<file path="src/rtl/multicycle_control_if.sv">
// Control bus between the multicycle controller and its datapath/memory.
// The controller side (master) receives the opcode and the memory
// handshake, and drives the per-state control word.
interface multicycle_control_if;
  logic [5:0] instr_op_i;
  logic       mem_ready_i;
  logic       PCWrite_o;
  logic       PCWriteCond_o;
  logic       BranchType_o;
  logic       IorD_o;
  logic       MemRead_o;
  logic       MemWrite_o;
  logic       IRWrite_o;
  logic [1:0] MemToReg_o;
  logic [1:0] RegDst_o;
  logic       RegWrite_o;
  logic       ALUSrcA_o;
  logic [1:0] ALUSrcB_o;
  logic [2:0] ALU_op_o;
  logic [1:0] PCSource_o;
  logic [3:0] state_o;
  logic       instr_done_o;
  logic       illegal_o;
  logic       bus_err_o;

  modport master (
    input  instr_op_i, mem_ready_i,
    output PCWrite_o, PCWriteCond_o, BranchType_o, IorD_o, MemRead_o, MemWrite_o,
           IRWrite_o, MemToReg_o, RegDst_o, RegWrite_o, ALUSrcA_o, ALUSrcB_o,
           ALU_op_o, PCSource_o, state_o, instr_done_o, illegal_o, bus_err_o
  );

  modport slave (
    output instr_op_i, mem_ready_i,
    input  PCWrite_o, PCWriteCond_o, BranchType_o, IorD_o, MemRead_o, MemWrite_o,
           IRWrite_o, MemToReg_o, RegDst_o, RegWrite_o, ALUSrcA_o, ALUSrcB_o,
           ALU_op_o, PCSource_o, state_o, instr_done_o, illegal_o, bus_err_o
  );
endinterface

</file>
<file path="src/rtl/multicycle_control.sv">
// Moore-style control FSM for a multicycle MIPS datapath sharing one
// instruction/data memory. Memory states wait on mem_ready_i with an
// optional timeout that aborts the instruction and returns to fetch.
module multicycle_control #(
  parameter int unsigned MEM_TIMEOUT = 16,
  parameter int unsigned CNT_W       = 5
) (
  input logic                  clk_i,
  input logic                  rst_i,
  multicycle_control_if.master bus
);

  typedef enum logic [3:0] {
    StFetch    = 4'd0,
    StDecode   = 4'd1,
    StMemAddr  = 4'd2,
    StMemRead  = 4'd3,
    StMemWb    = 4'd4,
    StMemWrite = 4'd5,
    StRExec    = 4'd6,
    StRWb      = 4'd7,
    StBranch   = 4'd8,
    StJump     = 4'd9,
    StIExec    = 4'd10,
    StIWb      = 4'd11
  } state_e;

  typedef struct packed {
    logic       pc_write;
    logic       pc_write_cond;
    logic       branch_type;
    logic       i_or_d;
    logic       mem_read;
    logic       mem_write;
    logic       ir_write;
    logic [1:0] mem_to_reg;
    logic [1:0] reg_dst;
    logic       reg_write;
    logic       alu_src_a;
    logic [1:0] alu_src_b;
    logic [2:0] alu_op;
    logic [1:0] pc_source;
    logic       instr_done;
    logic       illegal;
    logic       bus_err;
  } ctrl_t;

  localparam logic [5:0] OpRtype = 6'b000000;
  localparam logic [5:0] OpLw    = 6'b100011;
  localparam logic [5:0] OpSw    = 6'b101011;
  localparam logic [5:0] OpBeq   = 6'b000100;
  localparam logic [5:0] OpBne   = 6'b000101;
  localparam logic [5:0] OpJ     = 6'b000010;
  localparam logic [5:0] OpJal   = 6'b000011;
  localparam logic [5:0] OpAddi  = 6'b001000;
  localparam logic [5:0] OpSltiu = 6'b001011;
  localparam logic [5:0] OpLui   = 6'b001111;
  localparam logic [5:0] OpOri   = 6'b001101;

  localparam logic [CNT_W-1:0] CntLast = CNT_W'(MEM_TIMEOUT - 1);

  state_e             state_q, state_d;
  logic [CNT_W-1:0]   wait_cnt_q, wait_cnt_d;
  logic               mem_state;
  logic               timeout;
  logic               ready;
  logic [5:0]         op;
  ctrl_t              ctrl;

  assign ready = bus.mem_ready_i;
  assign op    = bus.instr_op_i;

  // Memory-wait bookkeeping: timeout fires only when ready is still low.
  always_comb begin
    mem_state = (state_q == StFetch) || (state_q == StMemRead) || (state_q == StMemWrite);
    timeout   = (MEM_TIMEOUT != 0) && mem_state && !ready && (wait_cnt_q == CntLast);
  end

  // Wait counter: counts stalled cycles, cleared on any state change.
  always_comb begin
    wait_cnt_d = '0;
    if (mem_state && !ready && !timeout) begin
      // Saturate so a disabled timeout never wraps into a false count.
      wait_cnt_d = (wait_cnt_q == '1) ? wait_cnt_q : wait_cnt_q + 1'b1;
    end
  end

  // State and wait counter registers with synchronous active-low reset.
  always_ff @(posedge clk_i) begin
    if (!rst_i) begin
      state_q    <= StFetch;
      wait_cnt_q <= '0;
    end else begin
      state_q    <= state_d;
      wait_cnt_q <= wait_cnt_d;
    end
  end

  // Next-state and per-state control word; everything forced low in reset.
  always_comb begin
    ctrl    = '0;
    state_d = state_q;
    unique case (state_q)
      StFetch: begin
        ctrl.mem_read  = 1'b1;
        ctrl.alu_src_b = 2'b01;
        ctrl.alu_op    = 3'b100;
        ctrl.ir_write  = ready;
        ctrl.pc_write  = ready;
        if (ready) begin
          state_d = StDecode;
        end else if (timeout) begin
          ctrl.bus_err = 1'b1;
          state_d      = StFetch;
        end
      end
      StDecode: begin
        ctrl.alu_src_b = 2'b11;
        ctrl.alu_op    = 3'b100;
        case (op)
          OpRtype:                          state_d = StRExec;
          OpLw, OpSw:                       state_d = StMemAddr;
          OpBeq, OpBne:                     state_d = StBranch;
          OpJ, OpJal:                       state_d = StJump;
          OpAddi, OpSltiu, OpLui, OpOri:    state_d = StIExec;
          default: begin
            ctrl.illegal    = 1'b1;
            ctrl.instr_done = 1'b1;
            state_d         = StFetch;
          end
        endcase
      end
      StMemAddr: begin
        ctrl.alu_src_a = 1'b1;
        ctrl.alu_src_b = 2'b10;
        ctrl.alu_op    = 3'b100;
        state_d        = (op == OpSw) ? StMemWrite : StMemRead;
      end
      StMemRead: begin
        ctrl.mem_read = 1'b1;
        ctrl.i_or_d   = 1'b1;
        if (ready) begin
          state_d = StMemWb;
        end else if (timeout) begin
          ctrl.bus_err = 1'b1;
          state_d      = StFetch;
        end
      end
      StMemWb: begin
        ctrl.reg_write  = 1'b1;
        ctrl.mem_to_reg = 2'b01;
        ctrl.instr_done = 1'b1;
        state_d         = StFetch;
      end
      StMemWrite: begin
        ctrl.mem_write = 1'b1;
        ctrl.i_or_d    = 1'b1;
        if (ready) begin
          ctrl.instr_done = 1'b1;
          state_d         = StFetch;
        end else if (timeout) begin
          ctrl.bus_err = 1'b1;
          state_d      = StFetch;
        end
      end
      StRExec: begin
        ctrl.alu_src_a = 1'b1;
        ctrl.alu_op    = 3'b010;
        state_d        = StRWb;
      end
      StRWb: begin
        ctrl.reg_write  = 1'b1;
        ctrl.reg_dst    = 2'b01;
        ctrl.instr_done = 1'b1;
        state_d         = StFetch;
      end
      StBranch: begin
        ctrl.alu_src_a     = 1'b1;
        ctrl.pc_write_cond = 1'b1;
        ctrl.pc_source     = 2'b01;
        ctrl.instr_done    = 1'b1;
        ctrl.branch_type   = (op == OpBne);
        ctrl.alu_op        = (op == OpBne) ? 3'b001 : 3'b011;
        state_d            = StFetch;
      end
      StJump: begin
        ctrl.pc_write   = 1'b1;
        ctrl.pc_source  = 2'b10;
        ctrl.instr_done = 1'b1;
        if (op == OpJal) begin
          // PC already holds PC+4 from fetch, so it is the link value.
          ctrl.reg_write  = 1'b1;
          ctrl.reg_dst    = 2'b10;
          ctrl.mem_to_reg = 2'b10;
        end
        state_d = StFetch;
      end
      StIExec: begin
        ctrl.alu_src_a = 1'b1;
        ctrl.alu_src_b = 2'b10;
        case (op)
          OpSltiu: ctrl.alu_op = 3'b111;
          OpLui:   ctrl.alu_op = 3'b101;
          OpOri:   ctrl.alu_op = 3'b110;
          default: ctrl.alu_op = 3'b100;
        endcase
        state_d = StIWb;
      end
      StIWb: begin
        ctrl.reg_write  = 1'b1;
        ctrl.instr_done = 1'b1;
        state_d         = StFetch;
      end
      default: state_d = StFetch;
    endcase
    if (!rst_i) begin
      ctrl = '0;
    end
  end

  assign bus.PCWrite_o     = ctrl.pc_write;
  assign bus.PCWriteCond_o = ctrl.pc_write_cond;
  assign bus.BranchType_o  = ctrl.branch_type;
  assign bus.IorD_o        = ctrl.i_or_d;
  assign bus.MemRead_o     = ctrl.mem_read;
  assign bus.MemWrite_o    = ctrl.mem_write;
  assign bus.IRWrite_o     = ctrl.ir_write;
  assign bus.MemToReg_o    = ctrl.mem_to_reg;
  assign bus.RegDst_o      = ctrl.reg_dst;
  assign bus.RegWrite_o    = ctrl.reg_write;
  assign bus.ALUSrcA_o     = ctrl.alu_src_a;
  assign bus.ALUSrcB_o     = ctrl.alu_src_b;
  assign bus.ALU_op_o      = ctrl.alu_op;
  assign bus.PCSource_o    = ctrl.pc_source;
  assign bus.instr_done_o  = ctrl.instr_done;
  assign bus.illegal_o     = ctrl.illegal;
  assign bus.bus_err_o     = ctrl.bus_err;
  assign bus.state_o       = rst_i ? state_q : 4'd0;

endmodule

</file>
<file path="src/flat_wrapper.sv">
// flat-port wrapper written by rule: the top's interface ports become plain ports
module multicycle_control_flat 
#(
  parameter int unsigned MEM_TIMEOUT = 16,
  parameter int unsigned CNT_W       = 5
)
  (clk_i, rst_i, bus_instr_op_i, bus_mem_ready_i, bus_PCWrite_o, bus_PCWriteCond_o, bus_BranchType_o, bus_IorD_o, bus_MemRead_o, bus_MemWrite_o, bus_IRWrite_o, bus_MemToReg_o, bus_RegDst_o, bus_RegWrite_o, bus_ALUSrcA_o, bus_ALUSrcB_o, bus_ALU_op_o, bus_PCSource_o, bus_state_o, bus_instr_done_o, bus_illegal_o, bus_bus_err_o);
  multicycle_control_if bus_i ();
  input logic clk_i;
  input logic rst_i;
  input wire logic [$bits(bus_i.instr_op_i)-1:0] bus_instr_op_i;
  input wire logic [$bits(bus_i.mem_ready_i)-1:0] bus_mem_ready_i;
  output wire logic [$bits(bus_i.PCWrite_o)-1:0] bus_PCWrite_o;
  output wire logic [$bits(bus_i.PCWriteCond_o)-1:0] bus_PCWriteCond_o;
  output wire logic [$bits(bus_i.BranchType_o)-1:0] bus_BranchType_o;
  output wire logic [$bits(bus_i.IorD_o)-1:0] bus_IorD_o;
  output wire logic [$bits(bus_i.MemRead_o)-1:0] bus_MemRead_o;
  output wire logic [$bits(bus_i.MemWrite_o)-1:0] bus_MemWrite_o;
  output wire logic [$bits(bus_i.IRWrite_o)-1:0] bus_IRWrite_o;
  output wire logic [$bits(bus_i.MemToReg_o)-1:0] bus_MemToReg_o;
  output wire logic [$bits(bus_i.RegDst_o)-1:0] bus_RegDst_o;
  output wire logic [$bits(bus_i.RegWrite_o)-1:0] bus_RegWrite_o;
  output wire logic [$bits(bus_i.ALUSrcA_o)-1:0] bus_ALUSrcA_o;
  output wire logic [$bits(bus_i.ALUSrcB_o)-1:0] bus_ALUSrcB_o;
  output wire logic [$bits(bus_i.ALU_op_o)-1:0] bus_ALU_op_o;
  output wire logic [$bits(bus_i.PCSource_o)-1:0] bus_PCSource_o;
  output wire logic [$bits(bus_i.state_o)-1:0] bus_state_o;
  output wire logic [$bits(bus_i.instr_done_o)-1:0] bus_instr_done_o;
  output wire logic [$bits(bus_i.illegal_o)-1:0] bus_illegal_o;
  output wire logic [$bits(bus_i.bus_err_o)-1:0] bus_bus_err_o;
  assign bus_i.instr_op_i = bus_instr_op_i;
  assign bus_i.mem_ready_i = bus_mem_ready_i;
  assign bus_PCWrite_o = bus_i.PCWrite_o;
  assign bus_PCWriteCond_o = bus_i.PCWriteCond_o;
  assign bus_BranchType_o = bus_i.BranchType_o;
  assign bus_IorD_o = bus_i.IorD_o;
  assign bus_MemRead_o = bus_i.MemRead_o;
  assign bus_MemWrite_o = bus_i.MemWrite_o;
  assign bus_IRWrite_o = bus_i.IRWrite_o;
  assign bus_MemToReg_o = bus_i.MemToReg_o;
  assign bus_RegDst_o = bus_i.RegDst_o;
  assign bus_RegWrite_o = bus_i.RegWrite_o;
  assign bus_ALUSrcA_o = bus_i.ALUSrcA_o;
  assign bus_ALUSrcB_o = bus_i.ALUSrcB_o;
  assign bus_ALU_op_o = bus_i.ALU_op_o;
  assign bus_PCSource_o = bus_i.PCSource_o;
  assign bus_state_o = bus_i.state_o;
  assign bus_instr_done_o = bus_i.instr_done_o;
  assign bus_illegal_o = bus_i.illegal_o;
  assign bus_bus_err_o = bus_i.bus_err_o;
  multicycle_control #(.MEM_TIMEOUT(MEM_TIMEOUT), .CNT_W(CNT_W)) u_core (.clk_i(clk_i), .rst_i(rst_i), .bus(bus_i));
endmodule
</file>
<file path="config.mk">
export PLATFORM = sky130hd
export DESIGN_NAME = multicycle_control_flat
export DESIGN_NICKNAME = d
export VERILOG_FILES = /design/src/rtl/multicycle_control_if.sv /design/src/rtl/multicycle_control.sv /design/src/flat_wrapper.sv
export SDC_FILE = /design/constraint.sdc
export NUM_CORES = 1
export LEC_CHECK = 0
export ABC_CLOCK_PERIOD_IN_PS = 5200
export CAP_MARGIN = 30
export CORE_MARGIN = 1.5
export CORE_UTILIZATION = 49
export DETAILED_ROUTE_END_ITERATION = 6
export PLACE_DENSITY_LB_ADDON = 0.25
export SYNTH_ARGS = -nofsm -noshare
export SYNTH_HDL_FRONTEND = slang
export SYNTH_SLANG_ARGS = --single-unit
</file>
<file path="constraint.sdc">
create_clock -name clk_i -period 5.2 [get_ports clk_i]
set_input_delay 1.56 -clock clk_i [delete_from_list [all_inputs] [get_ports clk_i]]
set_output_delay 1.56 -clock clk_i [all_outputs]
set_load 0.02 [all_outputs]
</file>
* After elaboration in Yosys (flattened, before gate mapping)
Index checks and enable logic that the tools add are counted.
** Storage, ports and cells
- Memories :: 0
- Bits in writable memories :: 0
- ROM bits :: 0
- Input bits :: 9
- Logic and storage cells :: 81
- Output and inout port bits :: 27
- Flip-flop bits (word level) :: 9
- Bits in latches :: 0
** Operators by class
- Bitwise operators :: 0
- Reduce and logical (&&, ||, !) cells :: 23
- Multipliers :: 0
- Magnitude comparators :: 0
- $add $sub $neg :: 1
- Divide/modulo/power cells :: 0
- Equal/unequal tests :: 23
- Shift-type cells :: 0
- Mux-type cells :: 32
** Operator list (number)
- $pmux 4 s7 :: 1
- $eq 6x4->1 const B :: 4
- $mux 23 :: 1
- $mux 4 :: 5
- $pmux 4 s5 :: 1
- $eq 4x3->1 const B :: 4
- $eq 4x4->1 const B :: 4
- $eq 6x2->1 const B :: 2
- $eq 6x3->1 const B :: 2
- $eq 6x6->1 const B :: 2
- $pmux 2 s2 :: 3
- $pmux 2 s3 :: 2
- $pmux 3 s4 :: 1
- $reduce_or 2->1 :: 6
- $reduce_or 11->1 :: 1
- $mux 1 :: 10
- $reduce_or 3->1 :: 3
- $eq 4x2->1 const B :: 2
- $reduce_or 4->1 :: 2
- $logic_not 6->1 :: 1
- $mux 2 :: 3
- $add 5x1->5 const B :: 1
- $eq 5x4->1 const B :: 1
- $eq 5x5->1 const B :: 1
- 11 further kinds :: 16

* Logic depth before layout (Yosys ltp)
Gate-level depths: netlist (run 1).
- Depth after elaboration :: 9
- Mapped depth :: 7
- Gate-level depth less buffers :: 7

* Worst setup path after synthesis (run 1)
OpenSTA, ideal clock, no wires.
- Path type :: input to output
- Start point :: in bus_instr_op_i[1]
- End point :: out bus_ALU_op_o[1]
- Path slack :: 698 ps
- Path buffers :: 1
- Data required time :: 3640 ps
- Arrival :: 2942 ps
- Cell stages on the path :: 4
- Cells stage by stage :: clkbuf_2 > xnor2_1 > or4b_1 > a311oi_1
** Between the ends
- Word-level cells in the longest chain between the ends :: 4
- Elaborated cells between the ends (all ways) :: 8
- Those cells by class :: 4 x eq/ne; 4 x mux
** RTL lines
- start, declared :: line flat_wrapper.sv:11 : input wire logic [$bits(bus_i.instr_op_i)-1:0] bus_instr_op_i;
- $eq 6x4->1 or $eq 6x3->1 (tied branches) :: line multicycle_control.sv:201, multicycle_control.sv:183
- $pmux 2 s3 or $mux 2 (tied branches) :: line multicycle_control.sv:201, multicycle_control.sv:183
- $pmux 3 s4 * :: line multicycle_control.sv:103 : unique case (state_q)
- $mux 23 * :: line multicycle_control.sv:216 : if (!rst_i) begin
- end, declared :: line flat_wrapper.sv:25 : output wire logic [$bits(bus_i.ALU_op_o)-1:0] bus_ALU_op_o;
Mark *: on every way between the ends. The rest lies on a longest branch, timed or not.

* Final worst setup path (run 1)
- Start point :: in bus_instr_op_i[1]
- End point :: out bus_illegal_o
** Between the ends
- Word-level cells in the longest chain between the ends :: 5
- Elaborated cells between the ends (all ways) :: 15
- Those cells by class :: 10 x eq/ne; 3 x mux; 2 x reduce/logical
** RTL lines
- $eq 6x6->1, or another cell as far along :: line multicycle_control.sv:120 : case (op)
- $reduce_or 11->1 (no source line) *
- $mux 2 * :: line multicycle_control.sv:120
- $mux 1 * :: line multicycle_control.sv:103
- $mux 23 * :: line multicycle_control.sv:216
- end, declared :: line flat_wrapper.sv:29 : output wire logic [$bits(bus_i.illegal_o)-1:0] bus_illegal_o;
Marks and branches as above.

==> results of run 1 <==
==> critical path, stage by stage <==
cell and delay [ns]:
clkdlybuf4s50_1 0.43, buf_4 0.17, or2_1 0.24, nand4_1 0.11, nand4_1 0.12, nor3_1 0.22
clkdlybuf4s50_1 0.64
==> final cells by class <==
class                           instances  area (um2)  area share, %
Clock buffer                            4        26.3           1.76
Multi-Input combinational cell        117         769           51.5
Timing Repair Buffer                   48         465           31.2
Sequential cell                         9         180           12.1
Tap cell                               27        33.8           2.26
Inverter                                5        18.8           1.26
==> what timing repair did <==
item / CTS / global route
gates resized for setup: 0 / 5
endpoints found under the hold margin: 0 / 0
endpoints found under the setup margin: 0 / 8
hold buffers: 0 / 0
==> flip-flops by register name, summed over array words and instances (netlist names) <==
name / cells
u_core.state_q: 4
u_core.wait_cnt_q: 5
==> Yosys cell counts, types with 2 or more instances <==
library cell and instances:
nor2_1 16, nor3_1 11, dfxtp_1 9, nand2b_1 9
a21oi_1 8, nand2_1 6, o21ai_0 6, and2_1 5
and3_1 5, inv_1 5, buf_4 4, buf_6 4
nand3b_1 4, xnor2_1 4, ha_1 3, nand4b_1 3
xor2_1 3, a211oi_1 2, a31oi_1 2, buf_2 2
clkbuf_1 2, mux2i_1 2, nand3_1 2, nand4_1 2
nor4_1 2, o31ai_1 2
==> worst paths after layout <==
| kind | from | to | slack, ns |
|---|---|---|---|
| worst max-delay path | bus_instr_op_i[1] | bus_illegal_o | 0.14 |
| worst min-delay path | u_core.wait_cnt_q[4] | u_core.wait_cnt_q[4] | 0.53 |
| worst max register to register | u_core.state_q[2] | u_core.state_q[2] | 3.33 |
| worst min register to register | u_core.wait_cnt_q[4] | u_core.wait_cnt_q[4] | 0.53 |
==> layer usage <==
layer	vias up	global-route usage [%]	part of all wire, %
met5	-	0	0
met4	0	8.33	1.9
met3	7	3.68	5.6
met2	54	40.1	50
met1	542	30.8	43
li1	604	-	-
==> through the flow <==
| stage | std cells | cell area [um2] | setup slack [ns] |
|---|---|---|---|
| 3_3_place_gp | 206 | 1450 | 0.0770 |
| 4_1_cts | 210 | 1470 | 0.0189 |
| 5_1_grt | 210 | 1490 | 0.0245 |
| 6_report | 210 | 1490 | 0.144 |
| 2_1_floorplan | 145 | 1050 | 0.698 |
| 3_5_place_dp | 206 | 1450 | 0.0221 |
==> layout by cell type, fill, tap and decap left out, types with 2 or more instances in the layout <==
master,netlist,layout
dlymetal6s2s_1,0,2
inv_1,5,5
a31oi_1,2,2
o31ai_1,2,2
a21oi_1,8,8
nand3b_1,4,4
nor2_1,16,16
nor4b_2,1,2
and3_1,5,5
nand2_1,6,6
xnor2_1,4,4
buf_4,4,12
nand4b_1,3,3
nand4_1,2,2
mux2i_1,2,2
xor2_1,3,3
o21ai_0,6,6
ha_1,3,3
nor3_1,11,10
nor4_1,2,2
and2_1,5,5
nand3_1,2,2
clkbuf_4,0,3
nand2b_1,9,9
clkdlybuf4s50_1,0,33
dfxtp_1,9,9
==> cells by family (layout without fill, tap and decap cells) <==
kind of cell,Yosys count,after routing,synth area share (%)
compound gates,30,30,18.9
xor+xnor,7,7,5.82
fa+ha+maj,3,3,3.56
buf+inv,19,57,11.4
flops,9,9,17.1
mux,2,2,1.90
simple gates,75,75,41.3
==> power by group through the flow <==
stage          combinational, W  sequential [W]  clock (W)
3_3_place_gp          0.0000596       0.0000772          0
2_1_floorplan         0.0000365       0.0000731          0
5_1_grt               0.0000673       0.0000767  0.0000618
4_1_cts               0.0000616       0.0000758  0.0000577
6_report              0.0000626       0.0000762  0.0000574
3_5_place_dp          0.0000613       0.0000774          0
==> impl_summary.md, run 1 <==
Run status
The flow ran to the end, and the final reports show no timing, DRC or antenna violations.

Timing
Timing would allow up to 198 MHz. For the final database, setup skew stands at 0.00205 ns. Headroom to the max-slew limit came out at between 50% and 60%. Setup repair after global routing left no endpoint under its margin.

The number of endpoints with negative hold slack in the final report is 0. Setup violations remaining at the end of the flow were counted as 0. The tightest hold margin is 0.531 ns. After layout, the worst path uses between 90% and 100% of the clock period. The final number of max-transition violations is 0. The final sum of negative setup slack is 0 ns. At the pin with the least slew margin, the transition time is 0.692 ns. Subtracting the final worst setup slack from the clock period gives around 5 ns.

GRT
Across every metal layer, demand over resource in global routing totals 23.8%. The total congestion overflow is 0. The maximum number of pins on one net before global-route repair is 22. The via count of the first global-routing pass is about 1000. The wire length of the first global-routing pass is 4650 um. The initial antenna violation count came to 0.

Floorplanning
The area of the core is roughly 2000 um2. The number of rows created at floorplan is 16. The vertical die dimension is 49.4 um. In this run the horizontal extent of the chip is roughly 49 um. Pin placement for this block handled 36 I/O pins. The total die area is around 2400 um2. The starting density of the core is a little over half.

Critical path
The arrival time of data at the critical path endpoint is 3.50 ns. The element type at the critical path end is an output pin. For the worst flop-to-flop path, the logic depth is 4.

The category of the critical setup timing path is primary input to output pin. In this run the worst path has a maximum fanout of 8. The startpoint class of the critical path is a primary input. For the worst setup path, the data required time is between 3 and 4 ns.

Placed design
The detailed placement HPWL is 2190 um. The number of buffer cells added on primary ports is 35. The global placement routability congestion is 0.848.

Power
Overall power consumption after layout is estimated at around 0.00020 W. Combinational cells account for 31.9% of the total power. For this design the ratio of total power to cell area is ~130 nW/um2. Cell internal power was estimated by the tool at 0.000132 W. Across the VDD grid, the largest voltage drop is around 0.14 mV. The share of total power dissipated in sequential elements is between 30% and 40%.

The fraction of power spent switching nets is 32.5%. The fraction of power consumed by the clock network is 29.3%. Summed over all cells, the static leakage comes to 0.578 nW. Summed over all nets, the switching power comes to 0.0000639 W.

Synth
The cell taking the most area after synthesis is dfxtp_1. Yosys printed 0 warnings. Synthesis handed over a netlist of ~150 instances. The synthesized net count is between 150 and 200. Counting distinct cell types in the post-synthesis netlist gives 48. In the post-synthesis netlist, the biggest area contributors are dfxtp_1, nor2_1, nand2b_1. Of the post-synthesis cell area, the dominant cell type holds between 10% and 20%.

The synthesized netlist occupies a cell area of about 1100 um2. Averaged over all synthesized cells, the footprint is between 7 and 8 um2. Of all flip-flops after synthesis, the portion carrying an async set or reset was 0%. The number of synthesized register bits is 9. For this run, the register share of the synthesized area comes to between 15 and 20%. Counting flops with a built-in enable in the synthesized netlist gives 0.

For this run, the leading register cell type out of synthesis is dfxtp_1.

Layout
The area growth from synthesis to layout is 41.8%. The core occupancy in the finished layout is approximately three quarters. At the end of the flow, the number of nets in the layout was roughly 200. The filler cells instantiated in the layout total ~150. The number of antenna diodes in the final layout is 0. Of the cells placed in the final design, the portion with a size suffix greater than 1 is roughly 12%.

Clocking
The clock transition at the register clock pins on the worst setup and hold paths after CTS is around 0.060 ns. The buffer type at the clock tree root is clkbuf_4. The clock passes through at most 2 buffers.

The number of CTS-inserted buffers is 3. The sink count of the clock tree is 9. The H-tree level count is 1. In this run the post-CTS setup repair buffer count came out at 0.

The insertion delay to the later sink of the worst-skew pair is 0.27 ns. TritonCTS built the clock tree.

Route
After detailed routing, the total wire length is between 2000 and 3000 um. The routed length per instance is approximately 14 um. The first detailed-routing pass ran for 4 iterations. The number of vias after detailed routing is 1207. After detailed routing, the number of remaining DRC violations is 0. The count of nets left with antenna violations after detail routing is 0. The number of violations reported at the end of detailed-routing iteration 0 is 31. Dividing the detail-routed via count by the number of cells gives around 5.7.

Hold path
In this run the worst hold path is classified as register to register. Along the worst hold path, the cell count comes to 2.

Job
The max-capacitance violation count is 0.
(Power assumes the default switching activity.)
==> run 2, diff against run 1 <==
Settings changed: RECOVER_POWER set to 25.
==> run 2 against run 1 <==
  * Register-to-register slack about the same
  * Sequential power hardly changed
  * Design area is 0.67% lower
  * Critical path depth did not move
  * Worst setup slack got worse by 0.0014 ns
  * Largest cell class unchanged
==> impl_summary.md, run 2 (same netlist as run 1, synthesis figures left out) <==
Run status
The flow ran to the end, and the final reports show no timing, DRC or antenna violations.

GRT
The initial antenna violation count was 0. Global routing finished with a remaining overflow of 0. The via count of the first global-routing pass is ~1000. Global routing used a little under a quarter of the available tracks across all layers. Entering global routing, the biggest net connects 22 pins. The wire length of the first global-routing pass is approximately 4700 um.

Critical path
The largest individual stage delay along the critical path comes from the cell clkdlybuf4s50_1. The count of buffer and inverter cells on the critical path is 3. The dominant delay contributor by cell family on the critical path is buffers and inverters. The peak fanout along the critical path is 8.

For this run, the slowest stage of the critical path takes 0.64 ns. Data arrives at the worst endpoint at roughly 3.5 ns. The slack of the worst reg-to-reg path is between 3 and 4 ns.

STA classifies the critical path endpoint as an output pin. The worst setup path is launched from a primary input. Traced cell by cell, the critical path runs through clkdlybuf4s50_1 -> buf_4 -> or2_1 -> nand4_1 -> nand4_1 -> nor3_1 -> clkdlybuf4s50_1. The category of the critical setup timing path is primary input to output pin. The critical path data required time is approximately 3.6 ns.

Route
The count of nets left with antenna violations after detail routing is 0. The pre-antenna-repair detailed-routing pass consisted of 5 iterations. The final routed DRC violation total is 0. The number of violations reported at the end of detailed-routing iteration 0 is 36. The detail-routed via count per cell is 5.71.

The routed length per instance is between 10 and 15 um. Wires add up to 2880 um. The number of vias after detailed routing is 1200.

Layout
The register bank with the most flops is u_core.wait_cnt_q. The library cells used most frequently in the layout, excluding fill and tap cells, are clkdlybuf4s50_1, nor2_1, buf_4. The synthesis-to-finish area growth is 40.9%. The largest registers in the layout are u_core.wait_cnt_q: 5 flops, u_core.state_q: 4 flops. Leaving out fill and tap cells, the most frequent cell in the layout is clkdlybuf4s50_1. In the final layout, the share of cells above drive strength 1 is between 10% and 20%. 0 antenna diodes ended up in the layout. The register with the most flip-flops in the layout has 5 of them.

The post-layout net count is 196. Cells fill 74.1% of the core in the end.

Floorplanning
The total die area is about 2400 um2. The die span in x is 49.4 um. The area of the core is about 2000 um2. The number of top-level pins is 36.

The floorplan has 16 rows. For this configuration, the core starts out at a cell density of between 50% and 60%. The die is roughly 49 um tall.

Timing
The pin slew with the least headroom to its limit is 0.695 ns. Setup total negative slack on the finished layout was measured at 0 ns. The worst-case headroom to the max-slew limit is about 54%.

The number of endpoints failing setup at the final stage is 0. The share of the clock period used by the worst path after layout is a little over nine tenths. After layout, the minimum clock period comes to approximately 5.1 ns. The setup clock skew after layout is 0.00247 ns.

Setup repair after global routing left no endpoint under its margin. The fmax is roughly 200 MHz. The final number of max-transition violations came to 0.

The number of endpoints with negative hold slack in the final report is 0.

Clocking
Counting along the longest clock path gives a buffer depth of 2. The TritonCTS clock tree is built. For this design, the sink count on the clock tree is 9. The clock transition at the register clock pins on the worst setup and hold paths after CTS is 0.06 ns. Post-CTS repair changed the size of 0 cells.

For this design, the CTS-stage hold fixing added 0 buffers. For the worst-skew pair, the clock arrives at the later sink with an insertion delay of approximately 0.27 ns. The H-tree level count is 1. Buffers inserted during clock tree synthesis total 3. The buffer type at the clock tree root is clkbuf_4. The number of buffers inserted by post-CTS setup repair is 0.

Power
Summed over all cells, the static leakage comes to between 0.5 and 0.6 nW. The fraction of power spent switching nets is approximately a third. The fraction of power consumed by the clock network is just under 30%. The power share of the combinational group is between 30% and 40%.

The ratio of total power to cell area is 132 nW/um2. The sequential share of power is between 30 and 40%. Cell internal power was estimated by the tool at approximately 0.00013 W. The worst vdd rail ir drop is roughly 0.14 mV. The power dissipated by switching net loads is ~0.000064 W.

Placed design
The global placement routability congestion is between 0.8 and 0.9. Detailed placement ended at an HPWL of ~2200 um. The number of buffer cells added on primary ports is 35.

Job
The max-capacitance violation count is 0.

Hold path
The kind of path behind the tightest hold check is register to register.
run 2: worst paths after layout:
path / from / endpoint / cells past startpoint
hold / removal: u_core.wait_cnt_q[4] / u_core.wait_cnt_q[4] / 2
hold reg to reg: u_core.wait_cnt_q[4] / u_core.wait_cnt_q[4] / 2
setup reg to reg: u_core.state_q[2] / u_core.state_q[2] / 4
setup / recovery: bus_instr_op_i[1] / bus_illegal_o / 7
run 2: final cells by class:
type                       count  area [um2]
fill                         156         518
tap                           27        33.8
inverter                       5        18.8
clock buffer                   4        26.3
sequential                     9         180
timing repair buffer          48         462
multi-input combinational    117         763
run 2: through the flow:
| stage | instances | total power [W] | setup WS [ns] | instance area [um2] | hold WS (ns) |
|---|---|---|---|---|---|
| floorplan | 145 | 0.000110 | 0.698 | 1050 | 0.472 |
| global placement | 206 | 0.000137 | 0.0770 | 1450 | 0.485 |
| detailed placement | 206 | 0.000139 | 0.0221 | 1450 | 0.514 |
| CTS | 210 | 0.000195 | 0.0189 | 1470 | 0.528 |
| global route | 210 | 0.000205 | 0.0383 | 1480 | 0.584 |
| finish | 210 | 0.000196 | 0.143 | 1480 | 0.533 |
run 2: per-layer routing:
metal,part of all wire (%),GRT usage (%),vias to the layer above
met5,0,0,-
met1,43,30.8,540
met3,5.9,3.68,7
li1,-,-,601
met4,1.9,8.33,0
met2,49,40.1,52
run 2: worst register-to-register path, cell delays in order, from the launching register on:
cell and delay [ns]:
dfxtp_1 0.74, inv_1 0.31, nor3_1 0.35, o311ai_1 0.14, a211oi_1 0.24
run 2: power groups by stage:
stage          logic [W]  registers [W]  clock network (W)
2_1_floorplan  0.0000365      0.0000731                  0
3_5_place_dp   0.0000613      0.0000774                  0
5_1_grt        0.0000667      0.0000767          0.0000618
3_3_place_gp   0.0000596      0.0000772                  0
6_report       0.0000619      0.0000762          0.0000574
4_1_cts        0.0000616      0.0000758          0.0000577
==> run 3, diff against run 2 <==
Settings changed: CELL_PAD_IN_SITES_DETAIL_PLACEMENT set to 1, CELL_PAD_IN_SITES_GLOBAL_PLACEMENT set to 2, CORE_ASPECT_RATIO set to 2, CORE_UTILIZATION 49 to 26, MAX_ROUTING_LAYER set to met4.
==> run 3 against run 2 <==
  * First-iteration DRC count down 53%
  * Critical path depth unchanged
  * Clock skew down 0.0019 ns
  * Sequential share of layout area down 0.40 points
  * Highest routed layer unchanged
  * Clock power up 43%
  * Design area up 3.4%
  * Worst setup slack worse by 0.054 ns
  * Final cell count up 13%
  * Non-clock buffer count up 3
  * Combinational power up 2%
  * Die area up 83%
==> impl_summary.md, run 3 (same netlist as run 1, synthesis figures left out) <==
Run status
The run finished with clean final reports.

Floorplanning
The number of rows created at floorplan is 32. The starting density of the core is 27.1%. The total area inside the core boundary comes to between 3000 and 4000 um2.

The number of top-level pins is 36. The vertical die dimension is 93.0 um. The die span in x is 48.0 um. The total die area is 4470 um2.

Route
The number of optimization iterations in the first detailed-route pass is 4. For this block, the via count after detailed routing is ~1200. The detail-routed via count per cell is a little over 5. For this run, design rule violations remaining after detail routing come to 0. The routed wire length is 3640 um. The count of nets left with antenna violations after detail routing is 0. The number of violations reported at the end of detailed-routing iteration 0 is 17. Dividing the detail-routed wire length by the instance count gives between 15 and 20 um.

Layout
u_core.wait_cnt_q holds more flip-flops than any other register. The core occupancy in the finished layout is 39.5%. The register with the most flip-flops in the layout has 5 of them.

The area growth from synthesis to layout is 45.6%. The antenna diode count is 0. The sequential standard cell area is between 150 and 200 um2. The largest registers in the layout are u_core.wait_cnt_q: 5 flops, u_core.state_q: 4 flops. The share of layout cells above drive strength 1 is between 10% and 20%. Fill cells in the final layout number 509. The summed area of non-filler cells in the final layout is between 1500 and 2000 um2. The area of the multi-input gates is around 760 um2. The leading cell type in the layout, fill and taps excluded is clkdlybuf4s50_1. The post-layout net count is between 150 and 200. The top cell types in the final layout, fill and taps aside, are clkdlybuf4s50_1, nor2_1, buf_4.

Clocking
The longest clock path from root to sink contains 2 buffers. The sink count of the clock tree is 9. For the worst-skew pair, the clock arrives at the later sink with an insertion delay of about 0.23 ns. Counting the buffers created by CTS gives 3. The number of buffers inserted by post-CTS setup repair is 0. Clock tree synthesis selected as its root buffer the cell clkbuf_8.

The H-tree level count is 1. The TritonCTS clock tree is built. After clock tree synthesis, the clock-pin slew on the worst setup and hold paths is approximately 0.050 ns.

Timing
The number of endpoints with negative hold slack in the final report was 0. Setup repair after global routing left no endpoint under its margin. At the pin with the least slew margin, the transition time is approximately 0.75 ns. The worst-case headroom to the max-slew limit is 49.8%. The setup clock skew after layout is around 0.00053 ns. The number of endpoints failing setup at the final stage is 0. The final number of max-transition violations is 0. The final sum of negative setup slack is 0 ns. The final worst slack is around 0.089 ns. Timing would allow up to roughly 200 MHz. The post-layout minimum cycle time is 5.11 ns.

The share of the clock period used by the worst path after layout is 98.3%.

Placed design
Prior to clock tree synthesis, the placed netlist has a worst setup slack of -0.0555 ns. The detailed placement HPWL is between 2000 and 3000 um. The number of buffer cells added on primary ports is 35. The cell area reported after detailed placement is 1490 um2. Routability-driven placement finished with a final weighted congestion of 0.919.

Power
Net switching is 29.7% of the power. The worst vdd rail ir drop is 0.124 mV. Summed over all nets, the switching power comes to around 0.000066 W.

The sequential share of power is about 35%. In this run the power density over the cells is 145 nW/um2. The internal portion of total power is between 0.00015 and 0.0002 W. The power share of the combinational group is between 20 and 30%. The analysis attributes to cell leakage a power of 0.578 nW. The fraction of power consumed by the clock network is a little under two fifths.

GRT
The initial antenna violation count is 0. The via count of the first global-routing pass was approximately 1300. Entering global routing, the biggest net connects 22 pins.

The wire length of the first global-routing pass is between 5000 and 6000 um. Summed over all layers, the global routing overflow is 0. The total track usage is roughly 18%.

Critical path
Data arrives at the worst endpoint at about 3.6 ns. Along the worst path, the maximum fanout reaches 3. For the worst setup path, the data required time is approximately 3.6 ns. The worst setup path is of the primary input to output pin kind. The element type at the critical path end is an output pin. The worst setup path is launched from a primary input.

Hold path
The min-delay analysis places its worst path in the category register to register.

Job
The tool flagged a number of max-cap violations equal to 0.
[run 3: worst max-delay path, stage by stage]
cell	delay, ns
dlygate4sd3_1	0.59
nand2b_1	0.09
nor2_1	0.17
nor4b_2	0.28
buf_4	0.17
or2_2	0.09
clkdlybuf4s50_1	0.60
[run 3: cell type report]
cell class | instances | area share, %
clock buffers | 4 | 2.94
multi-input cells | 117 | 49.4
inverters | 5 | 1.22
well taps | 51 | 4.16
repair buffers | 51 | 30.5
flip-flops and latches | 9 | 11.7
[run 3: path summary, 6_finish.rpt]
path,cells past startpoint,startpoint,to,slack (ns)
setup / recovery,7,rst_i,bus_PCWrite_o,0.09
hold / removal,2,u_core.wait_cnt_q[4],u_core.wait_cnt_q[4],0.53
setup reg to reg,4,u_core.state_q[1],u_core.state_q[2],3.31
hold reg to reg,2,u_core.wait_cnt_q[4],u_core.wait_cnt_q[4],0.53
[run 3: metrics by stage]
stage,std cells,hold WS [ns],total power [W]
floorplan,145,0.472,0.000110
global placement,233,0.489,0.000140
detailed placement,233,0.523,0.000142
CTS,237,0.536,0.000227
global route,237,0.559,0.000234
finish,237,0.532,0.000222
[run 3: power by group through the flow]
stage | combinational (W) | clock, W | sequential [W]
2_1_floorplan | 0.0000365 | 0 | 0.0000731
3_3_place_gp | 0.0000628 | 0 | 0.0000777
3_5_place_dp | 0.0000642 | 0 | 0.0000778
4_1_cts | 0.0000646 | 0.0000857 | 0.0000764
5_1_grt | 0.0000687 | 0.0000877 | 0.0000772
6_report | 0.0000634 | 0.0000822 | 0.0000766
[run 3: what timing repair did]
item | CTS | global route
gates resized for setup | 2 | 2
hold buffers | 0 | 0
endpoints found under the setup margin | 2 | 2
[run 3: metal layers]
| metal | share of wire, % | up-vias | GRT usage [%] |
|---|---|---|---|
| li1 | - | 601 | - |
| met5 | 0 | - | - |
| met4 | 1.8 | 0 | 6.76 |
| met1 | 36 | 600 | 17.3 |
| met3 | 1.5 | 6 | 0.579 |
| met2 | 61 | 20 | 35.3 |
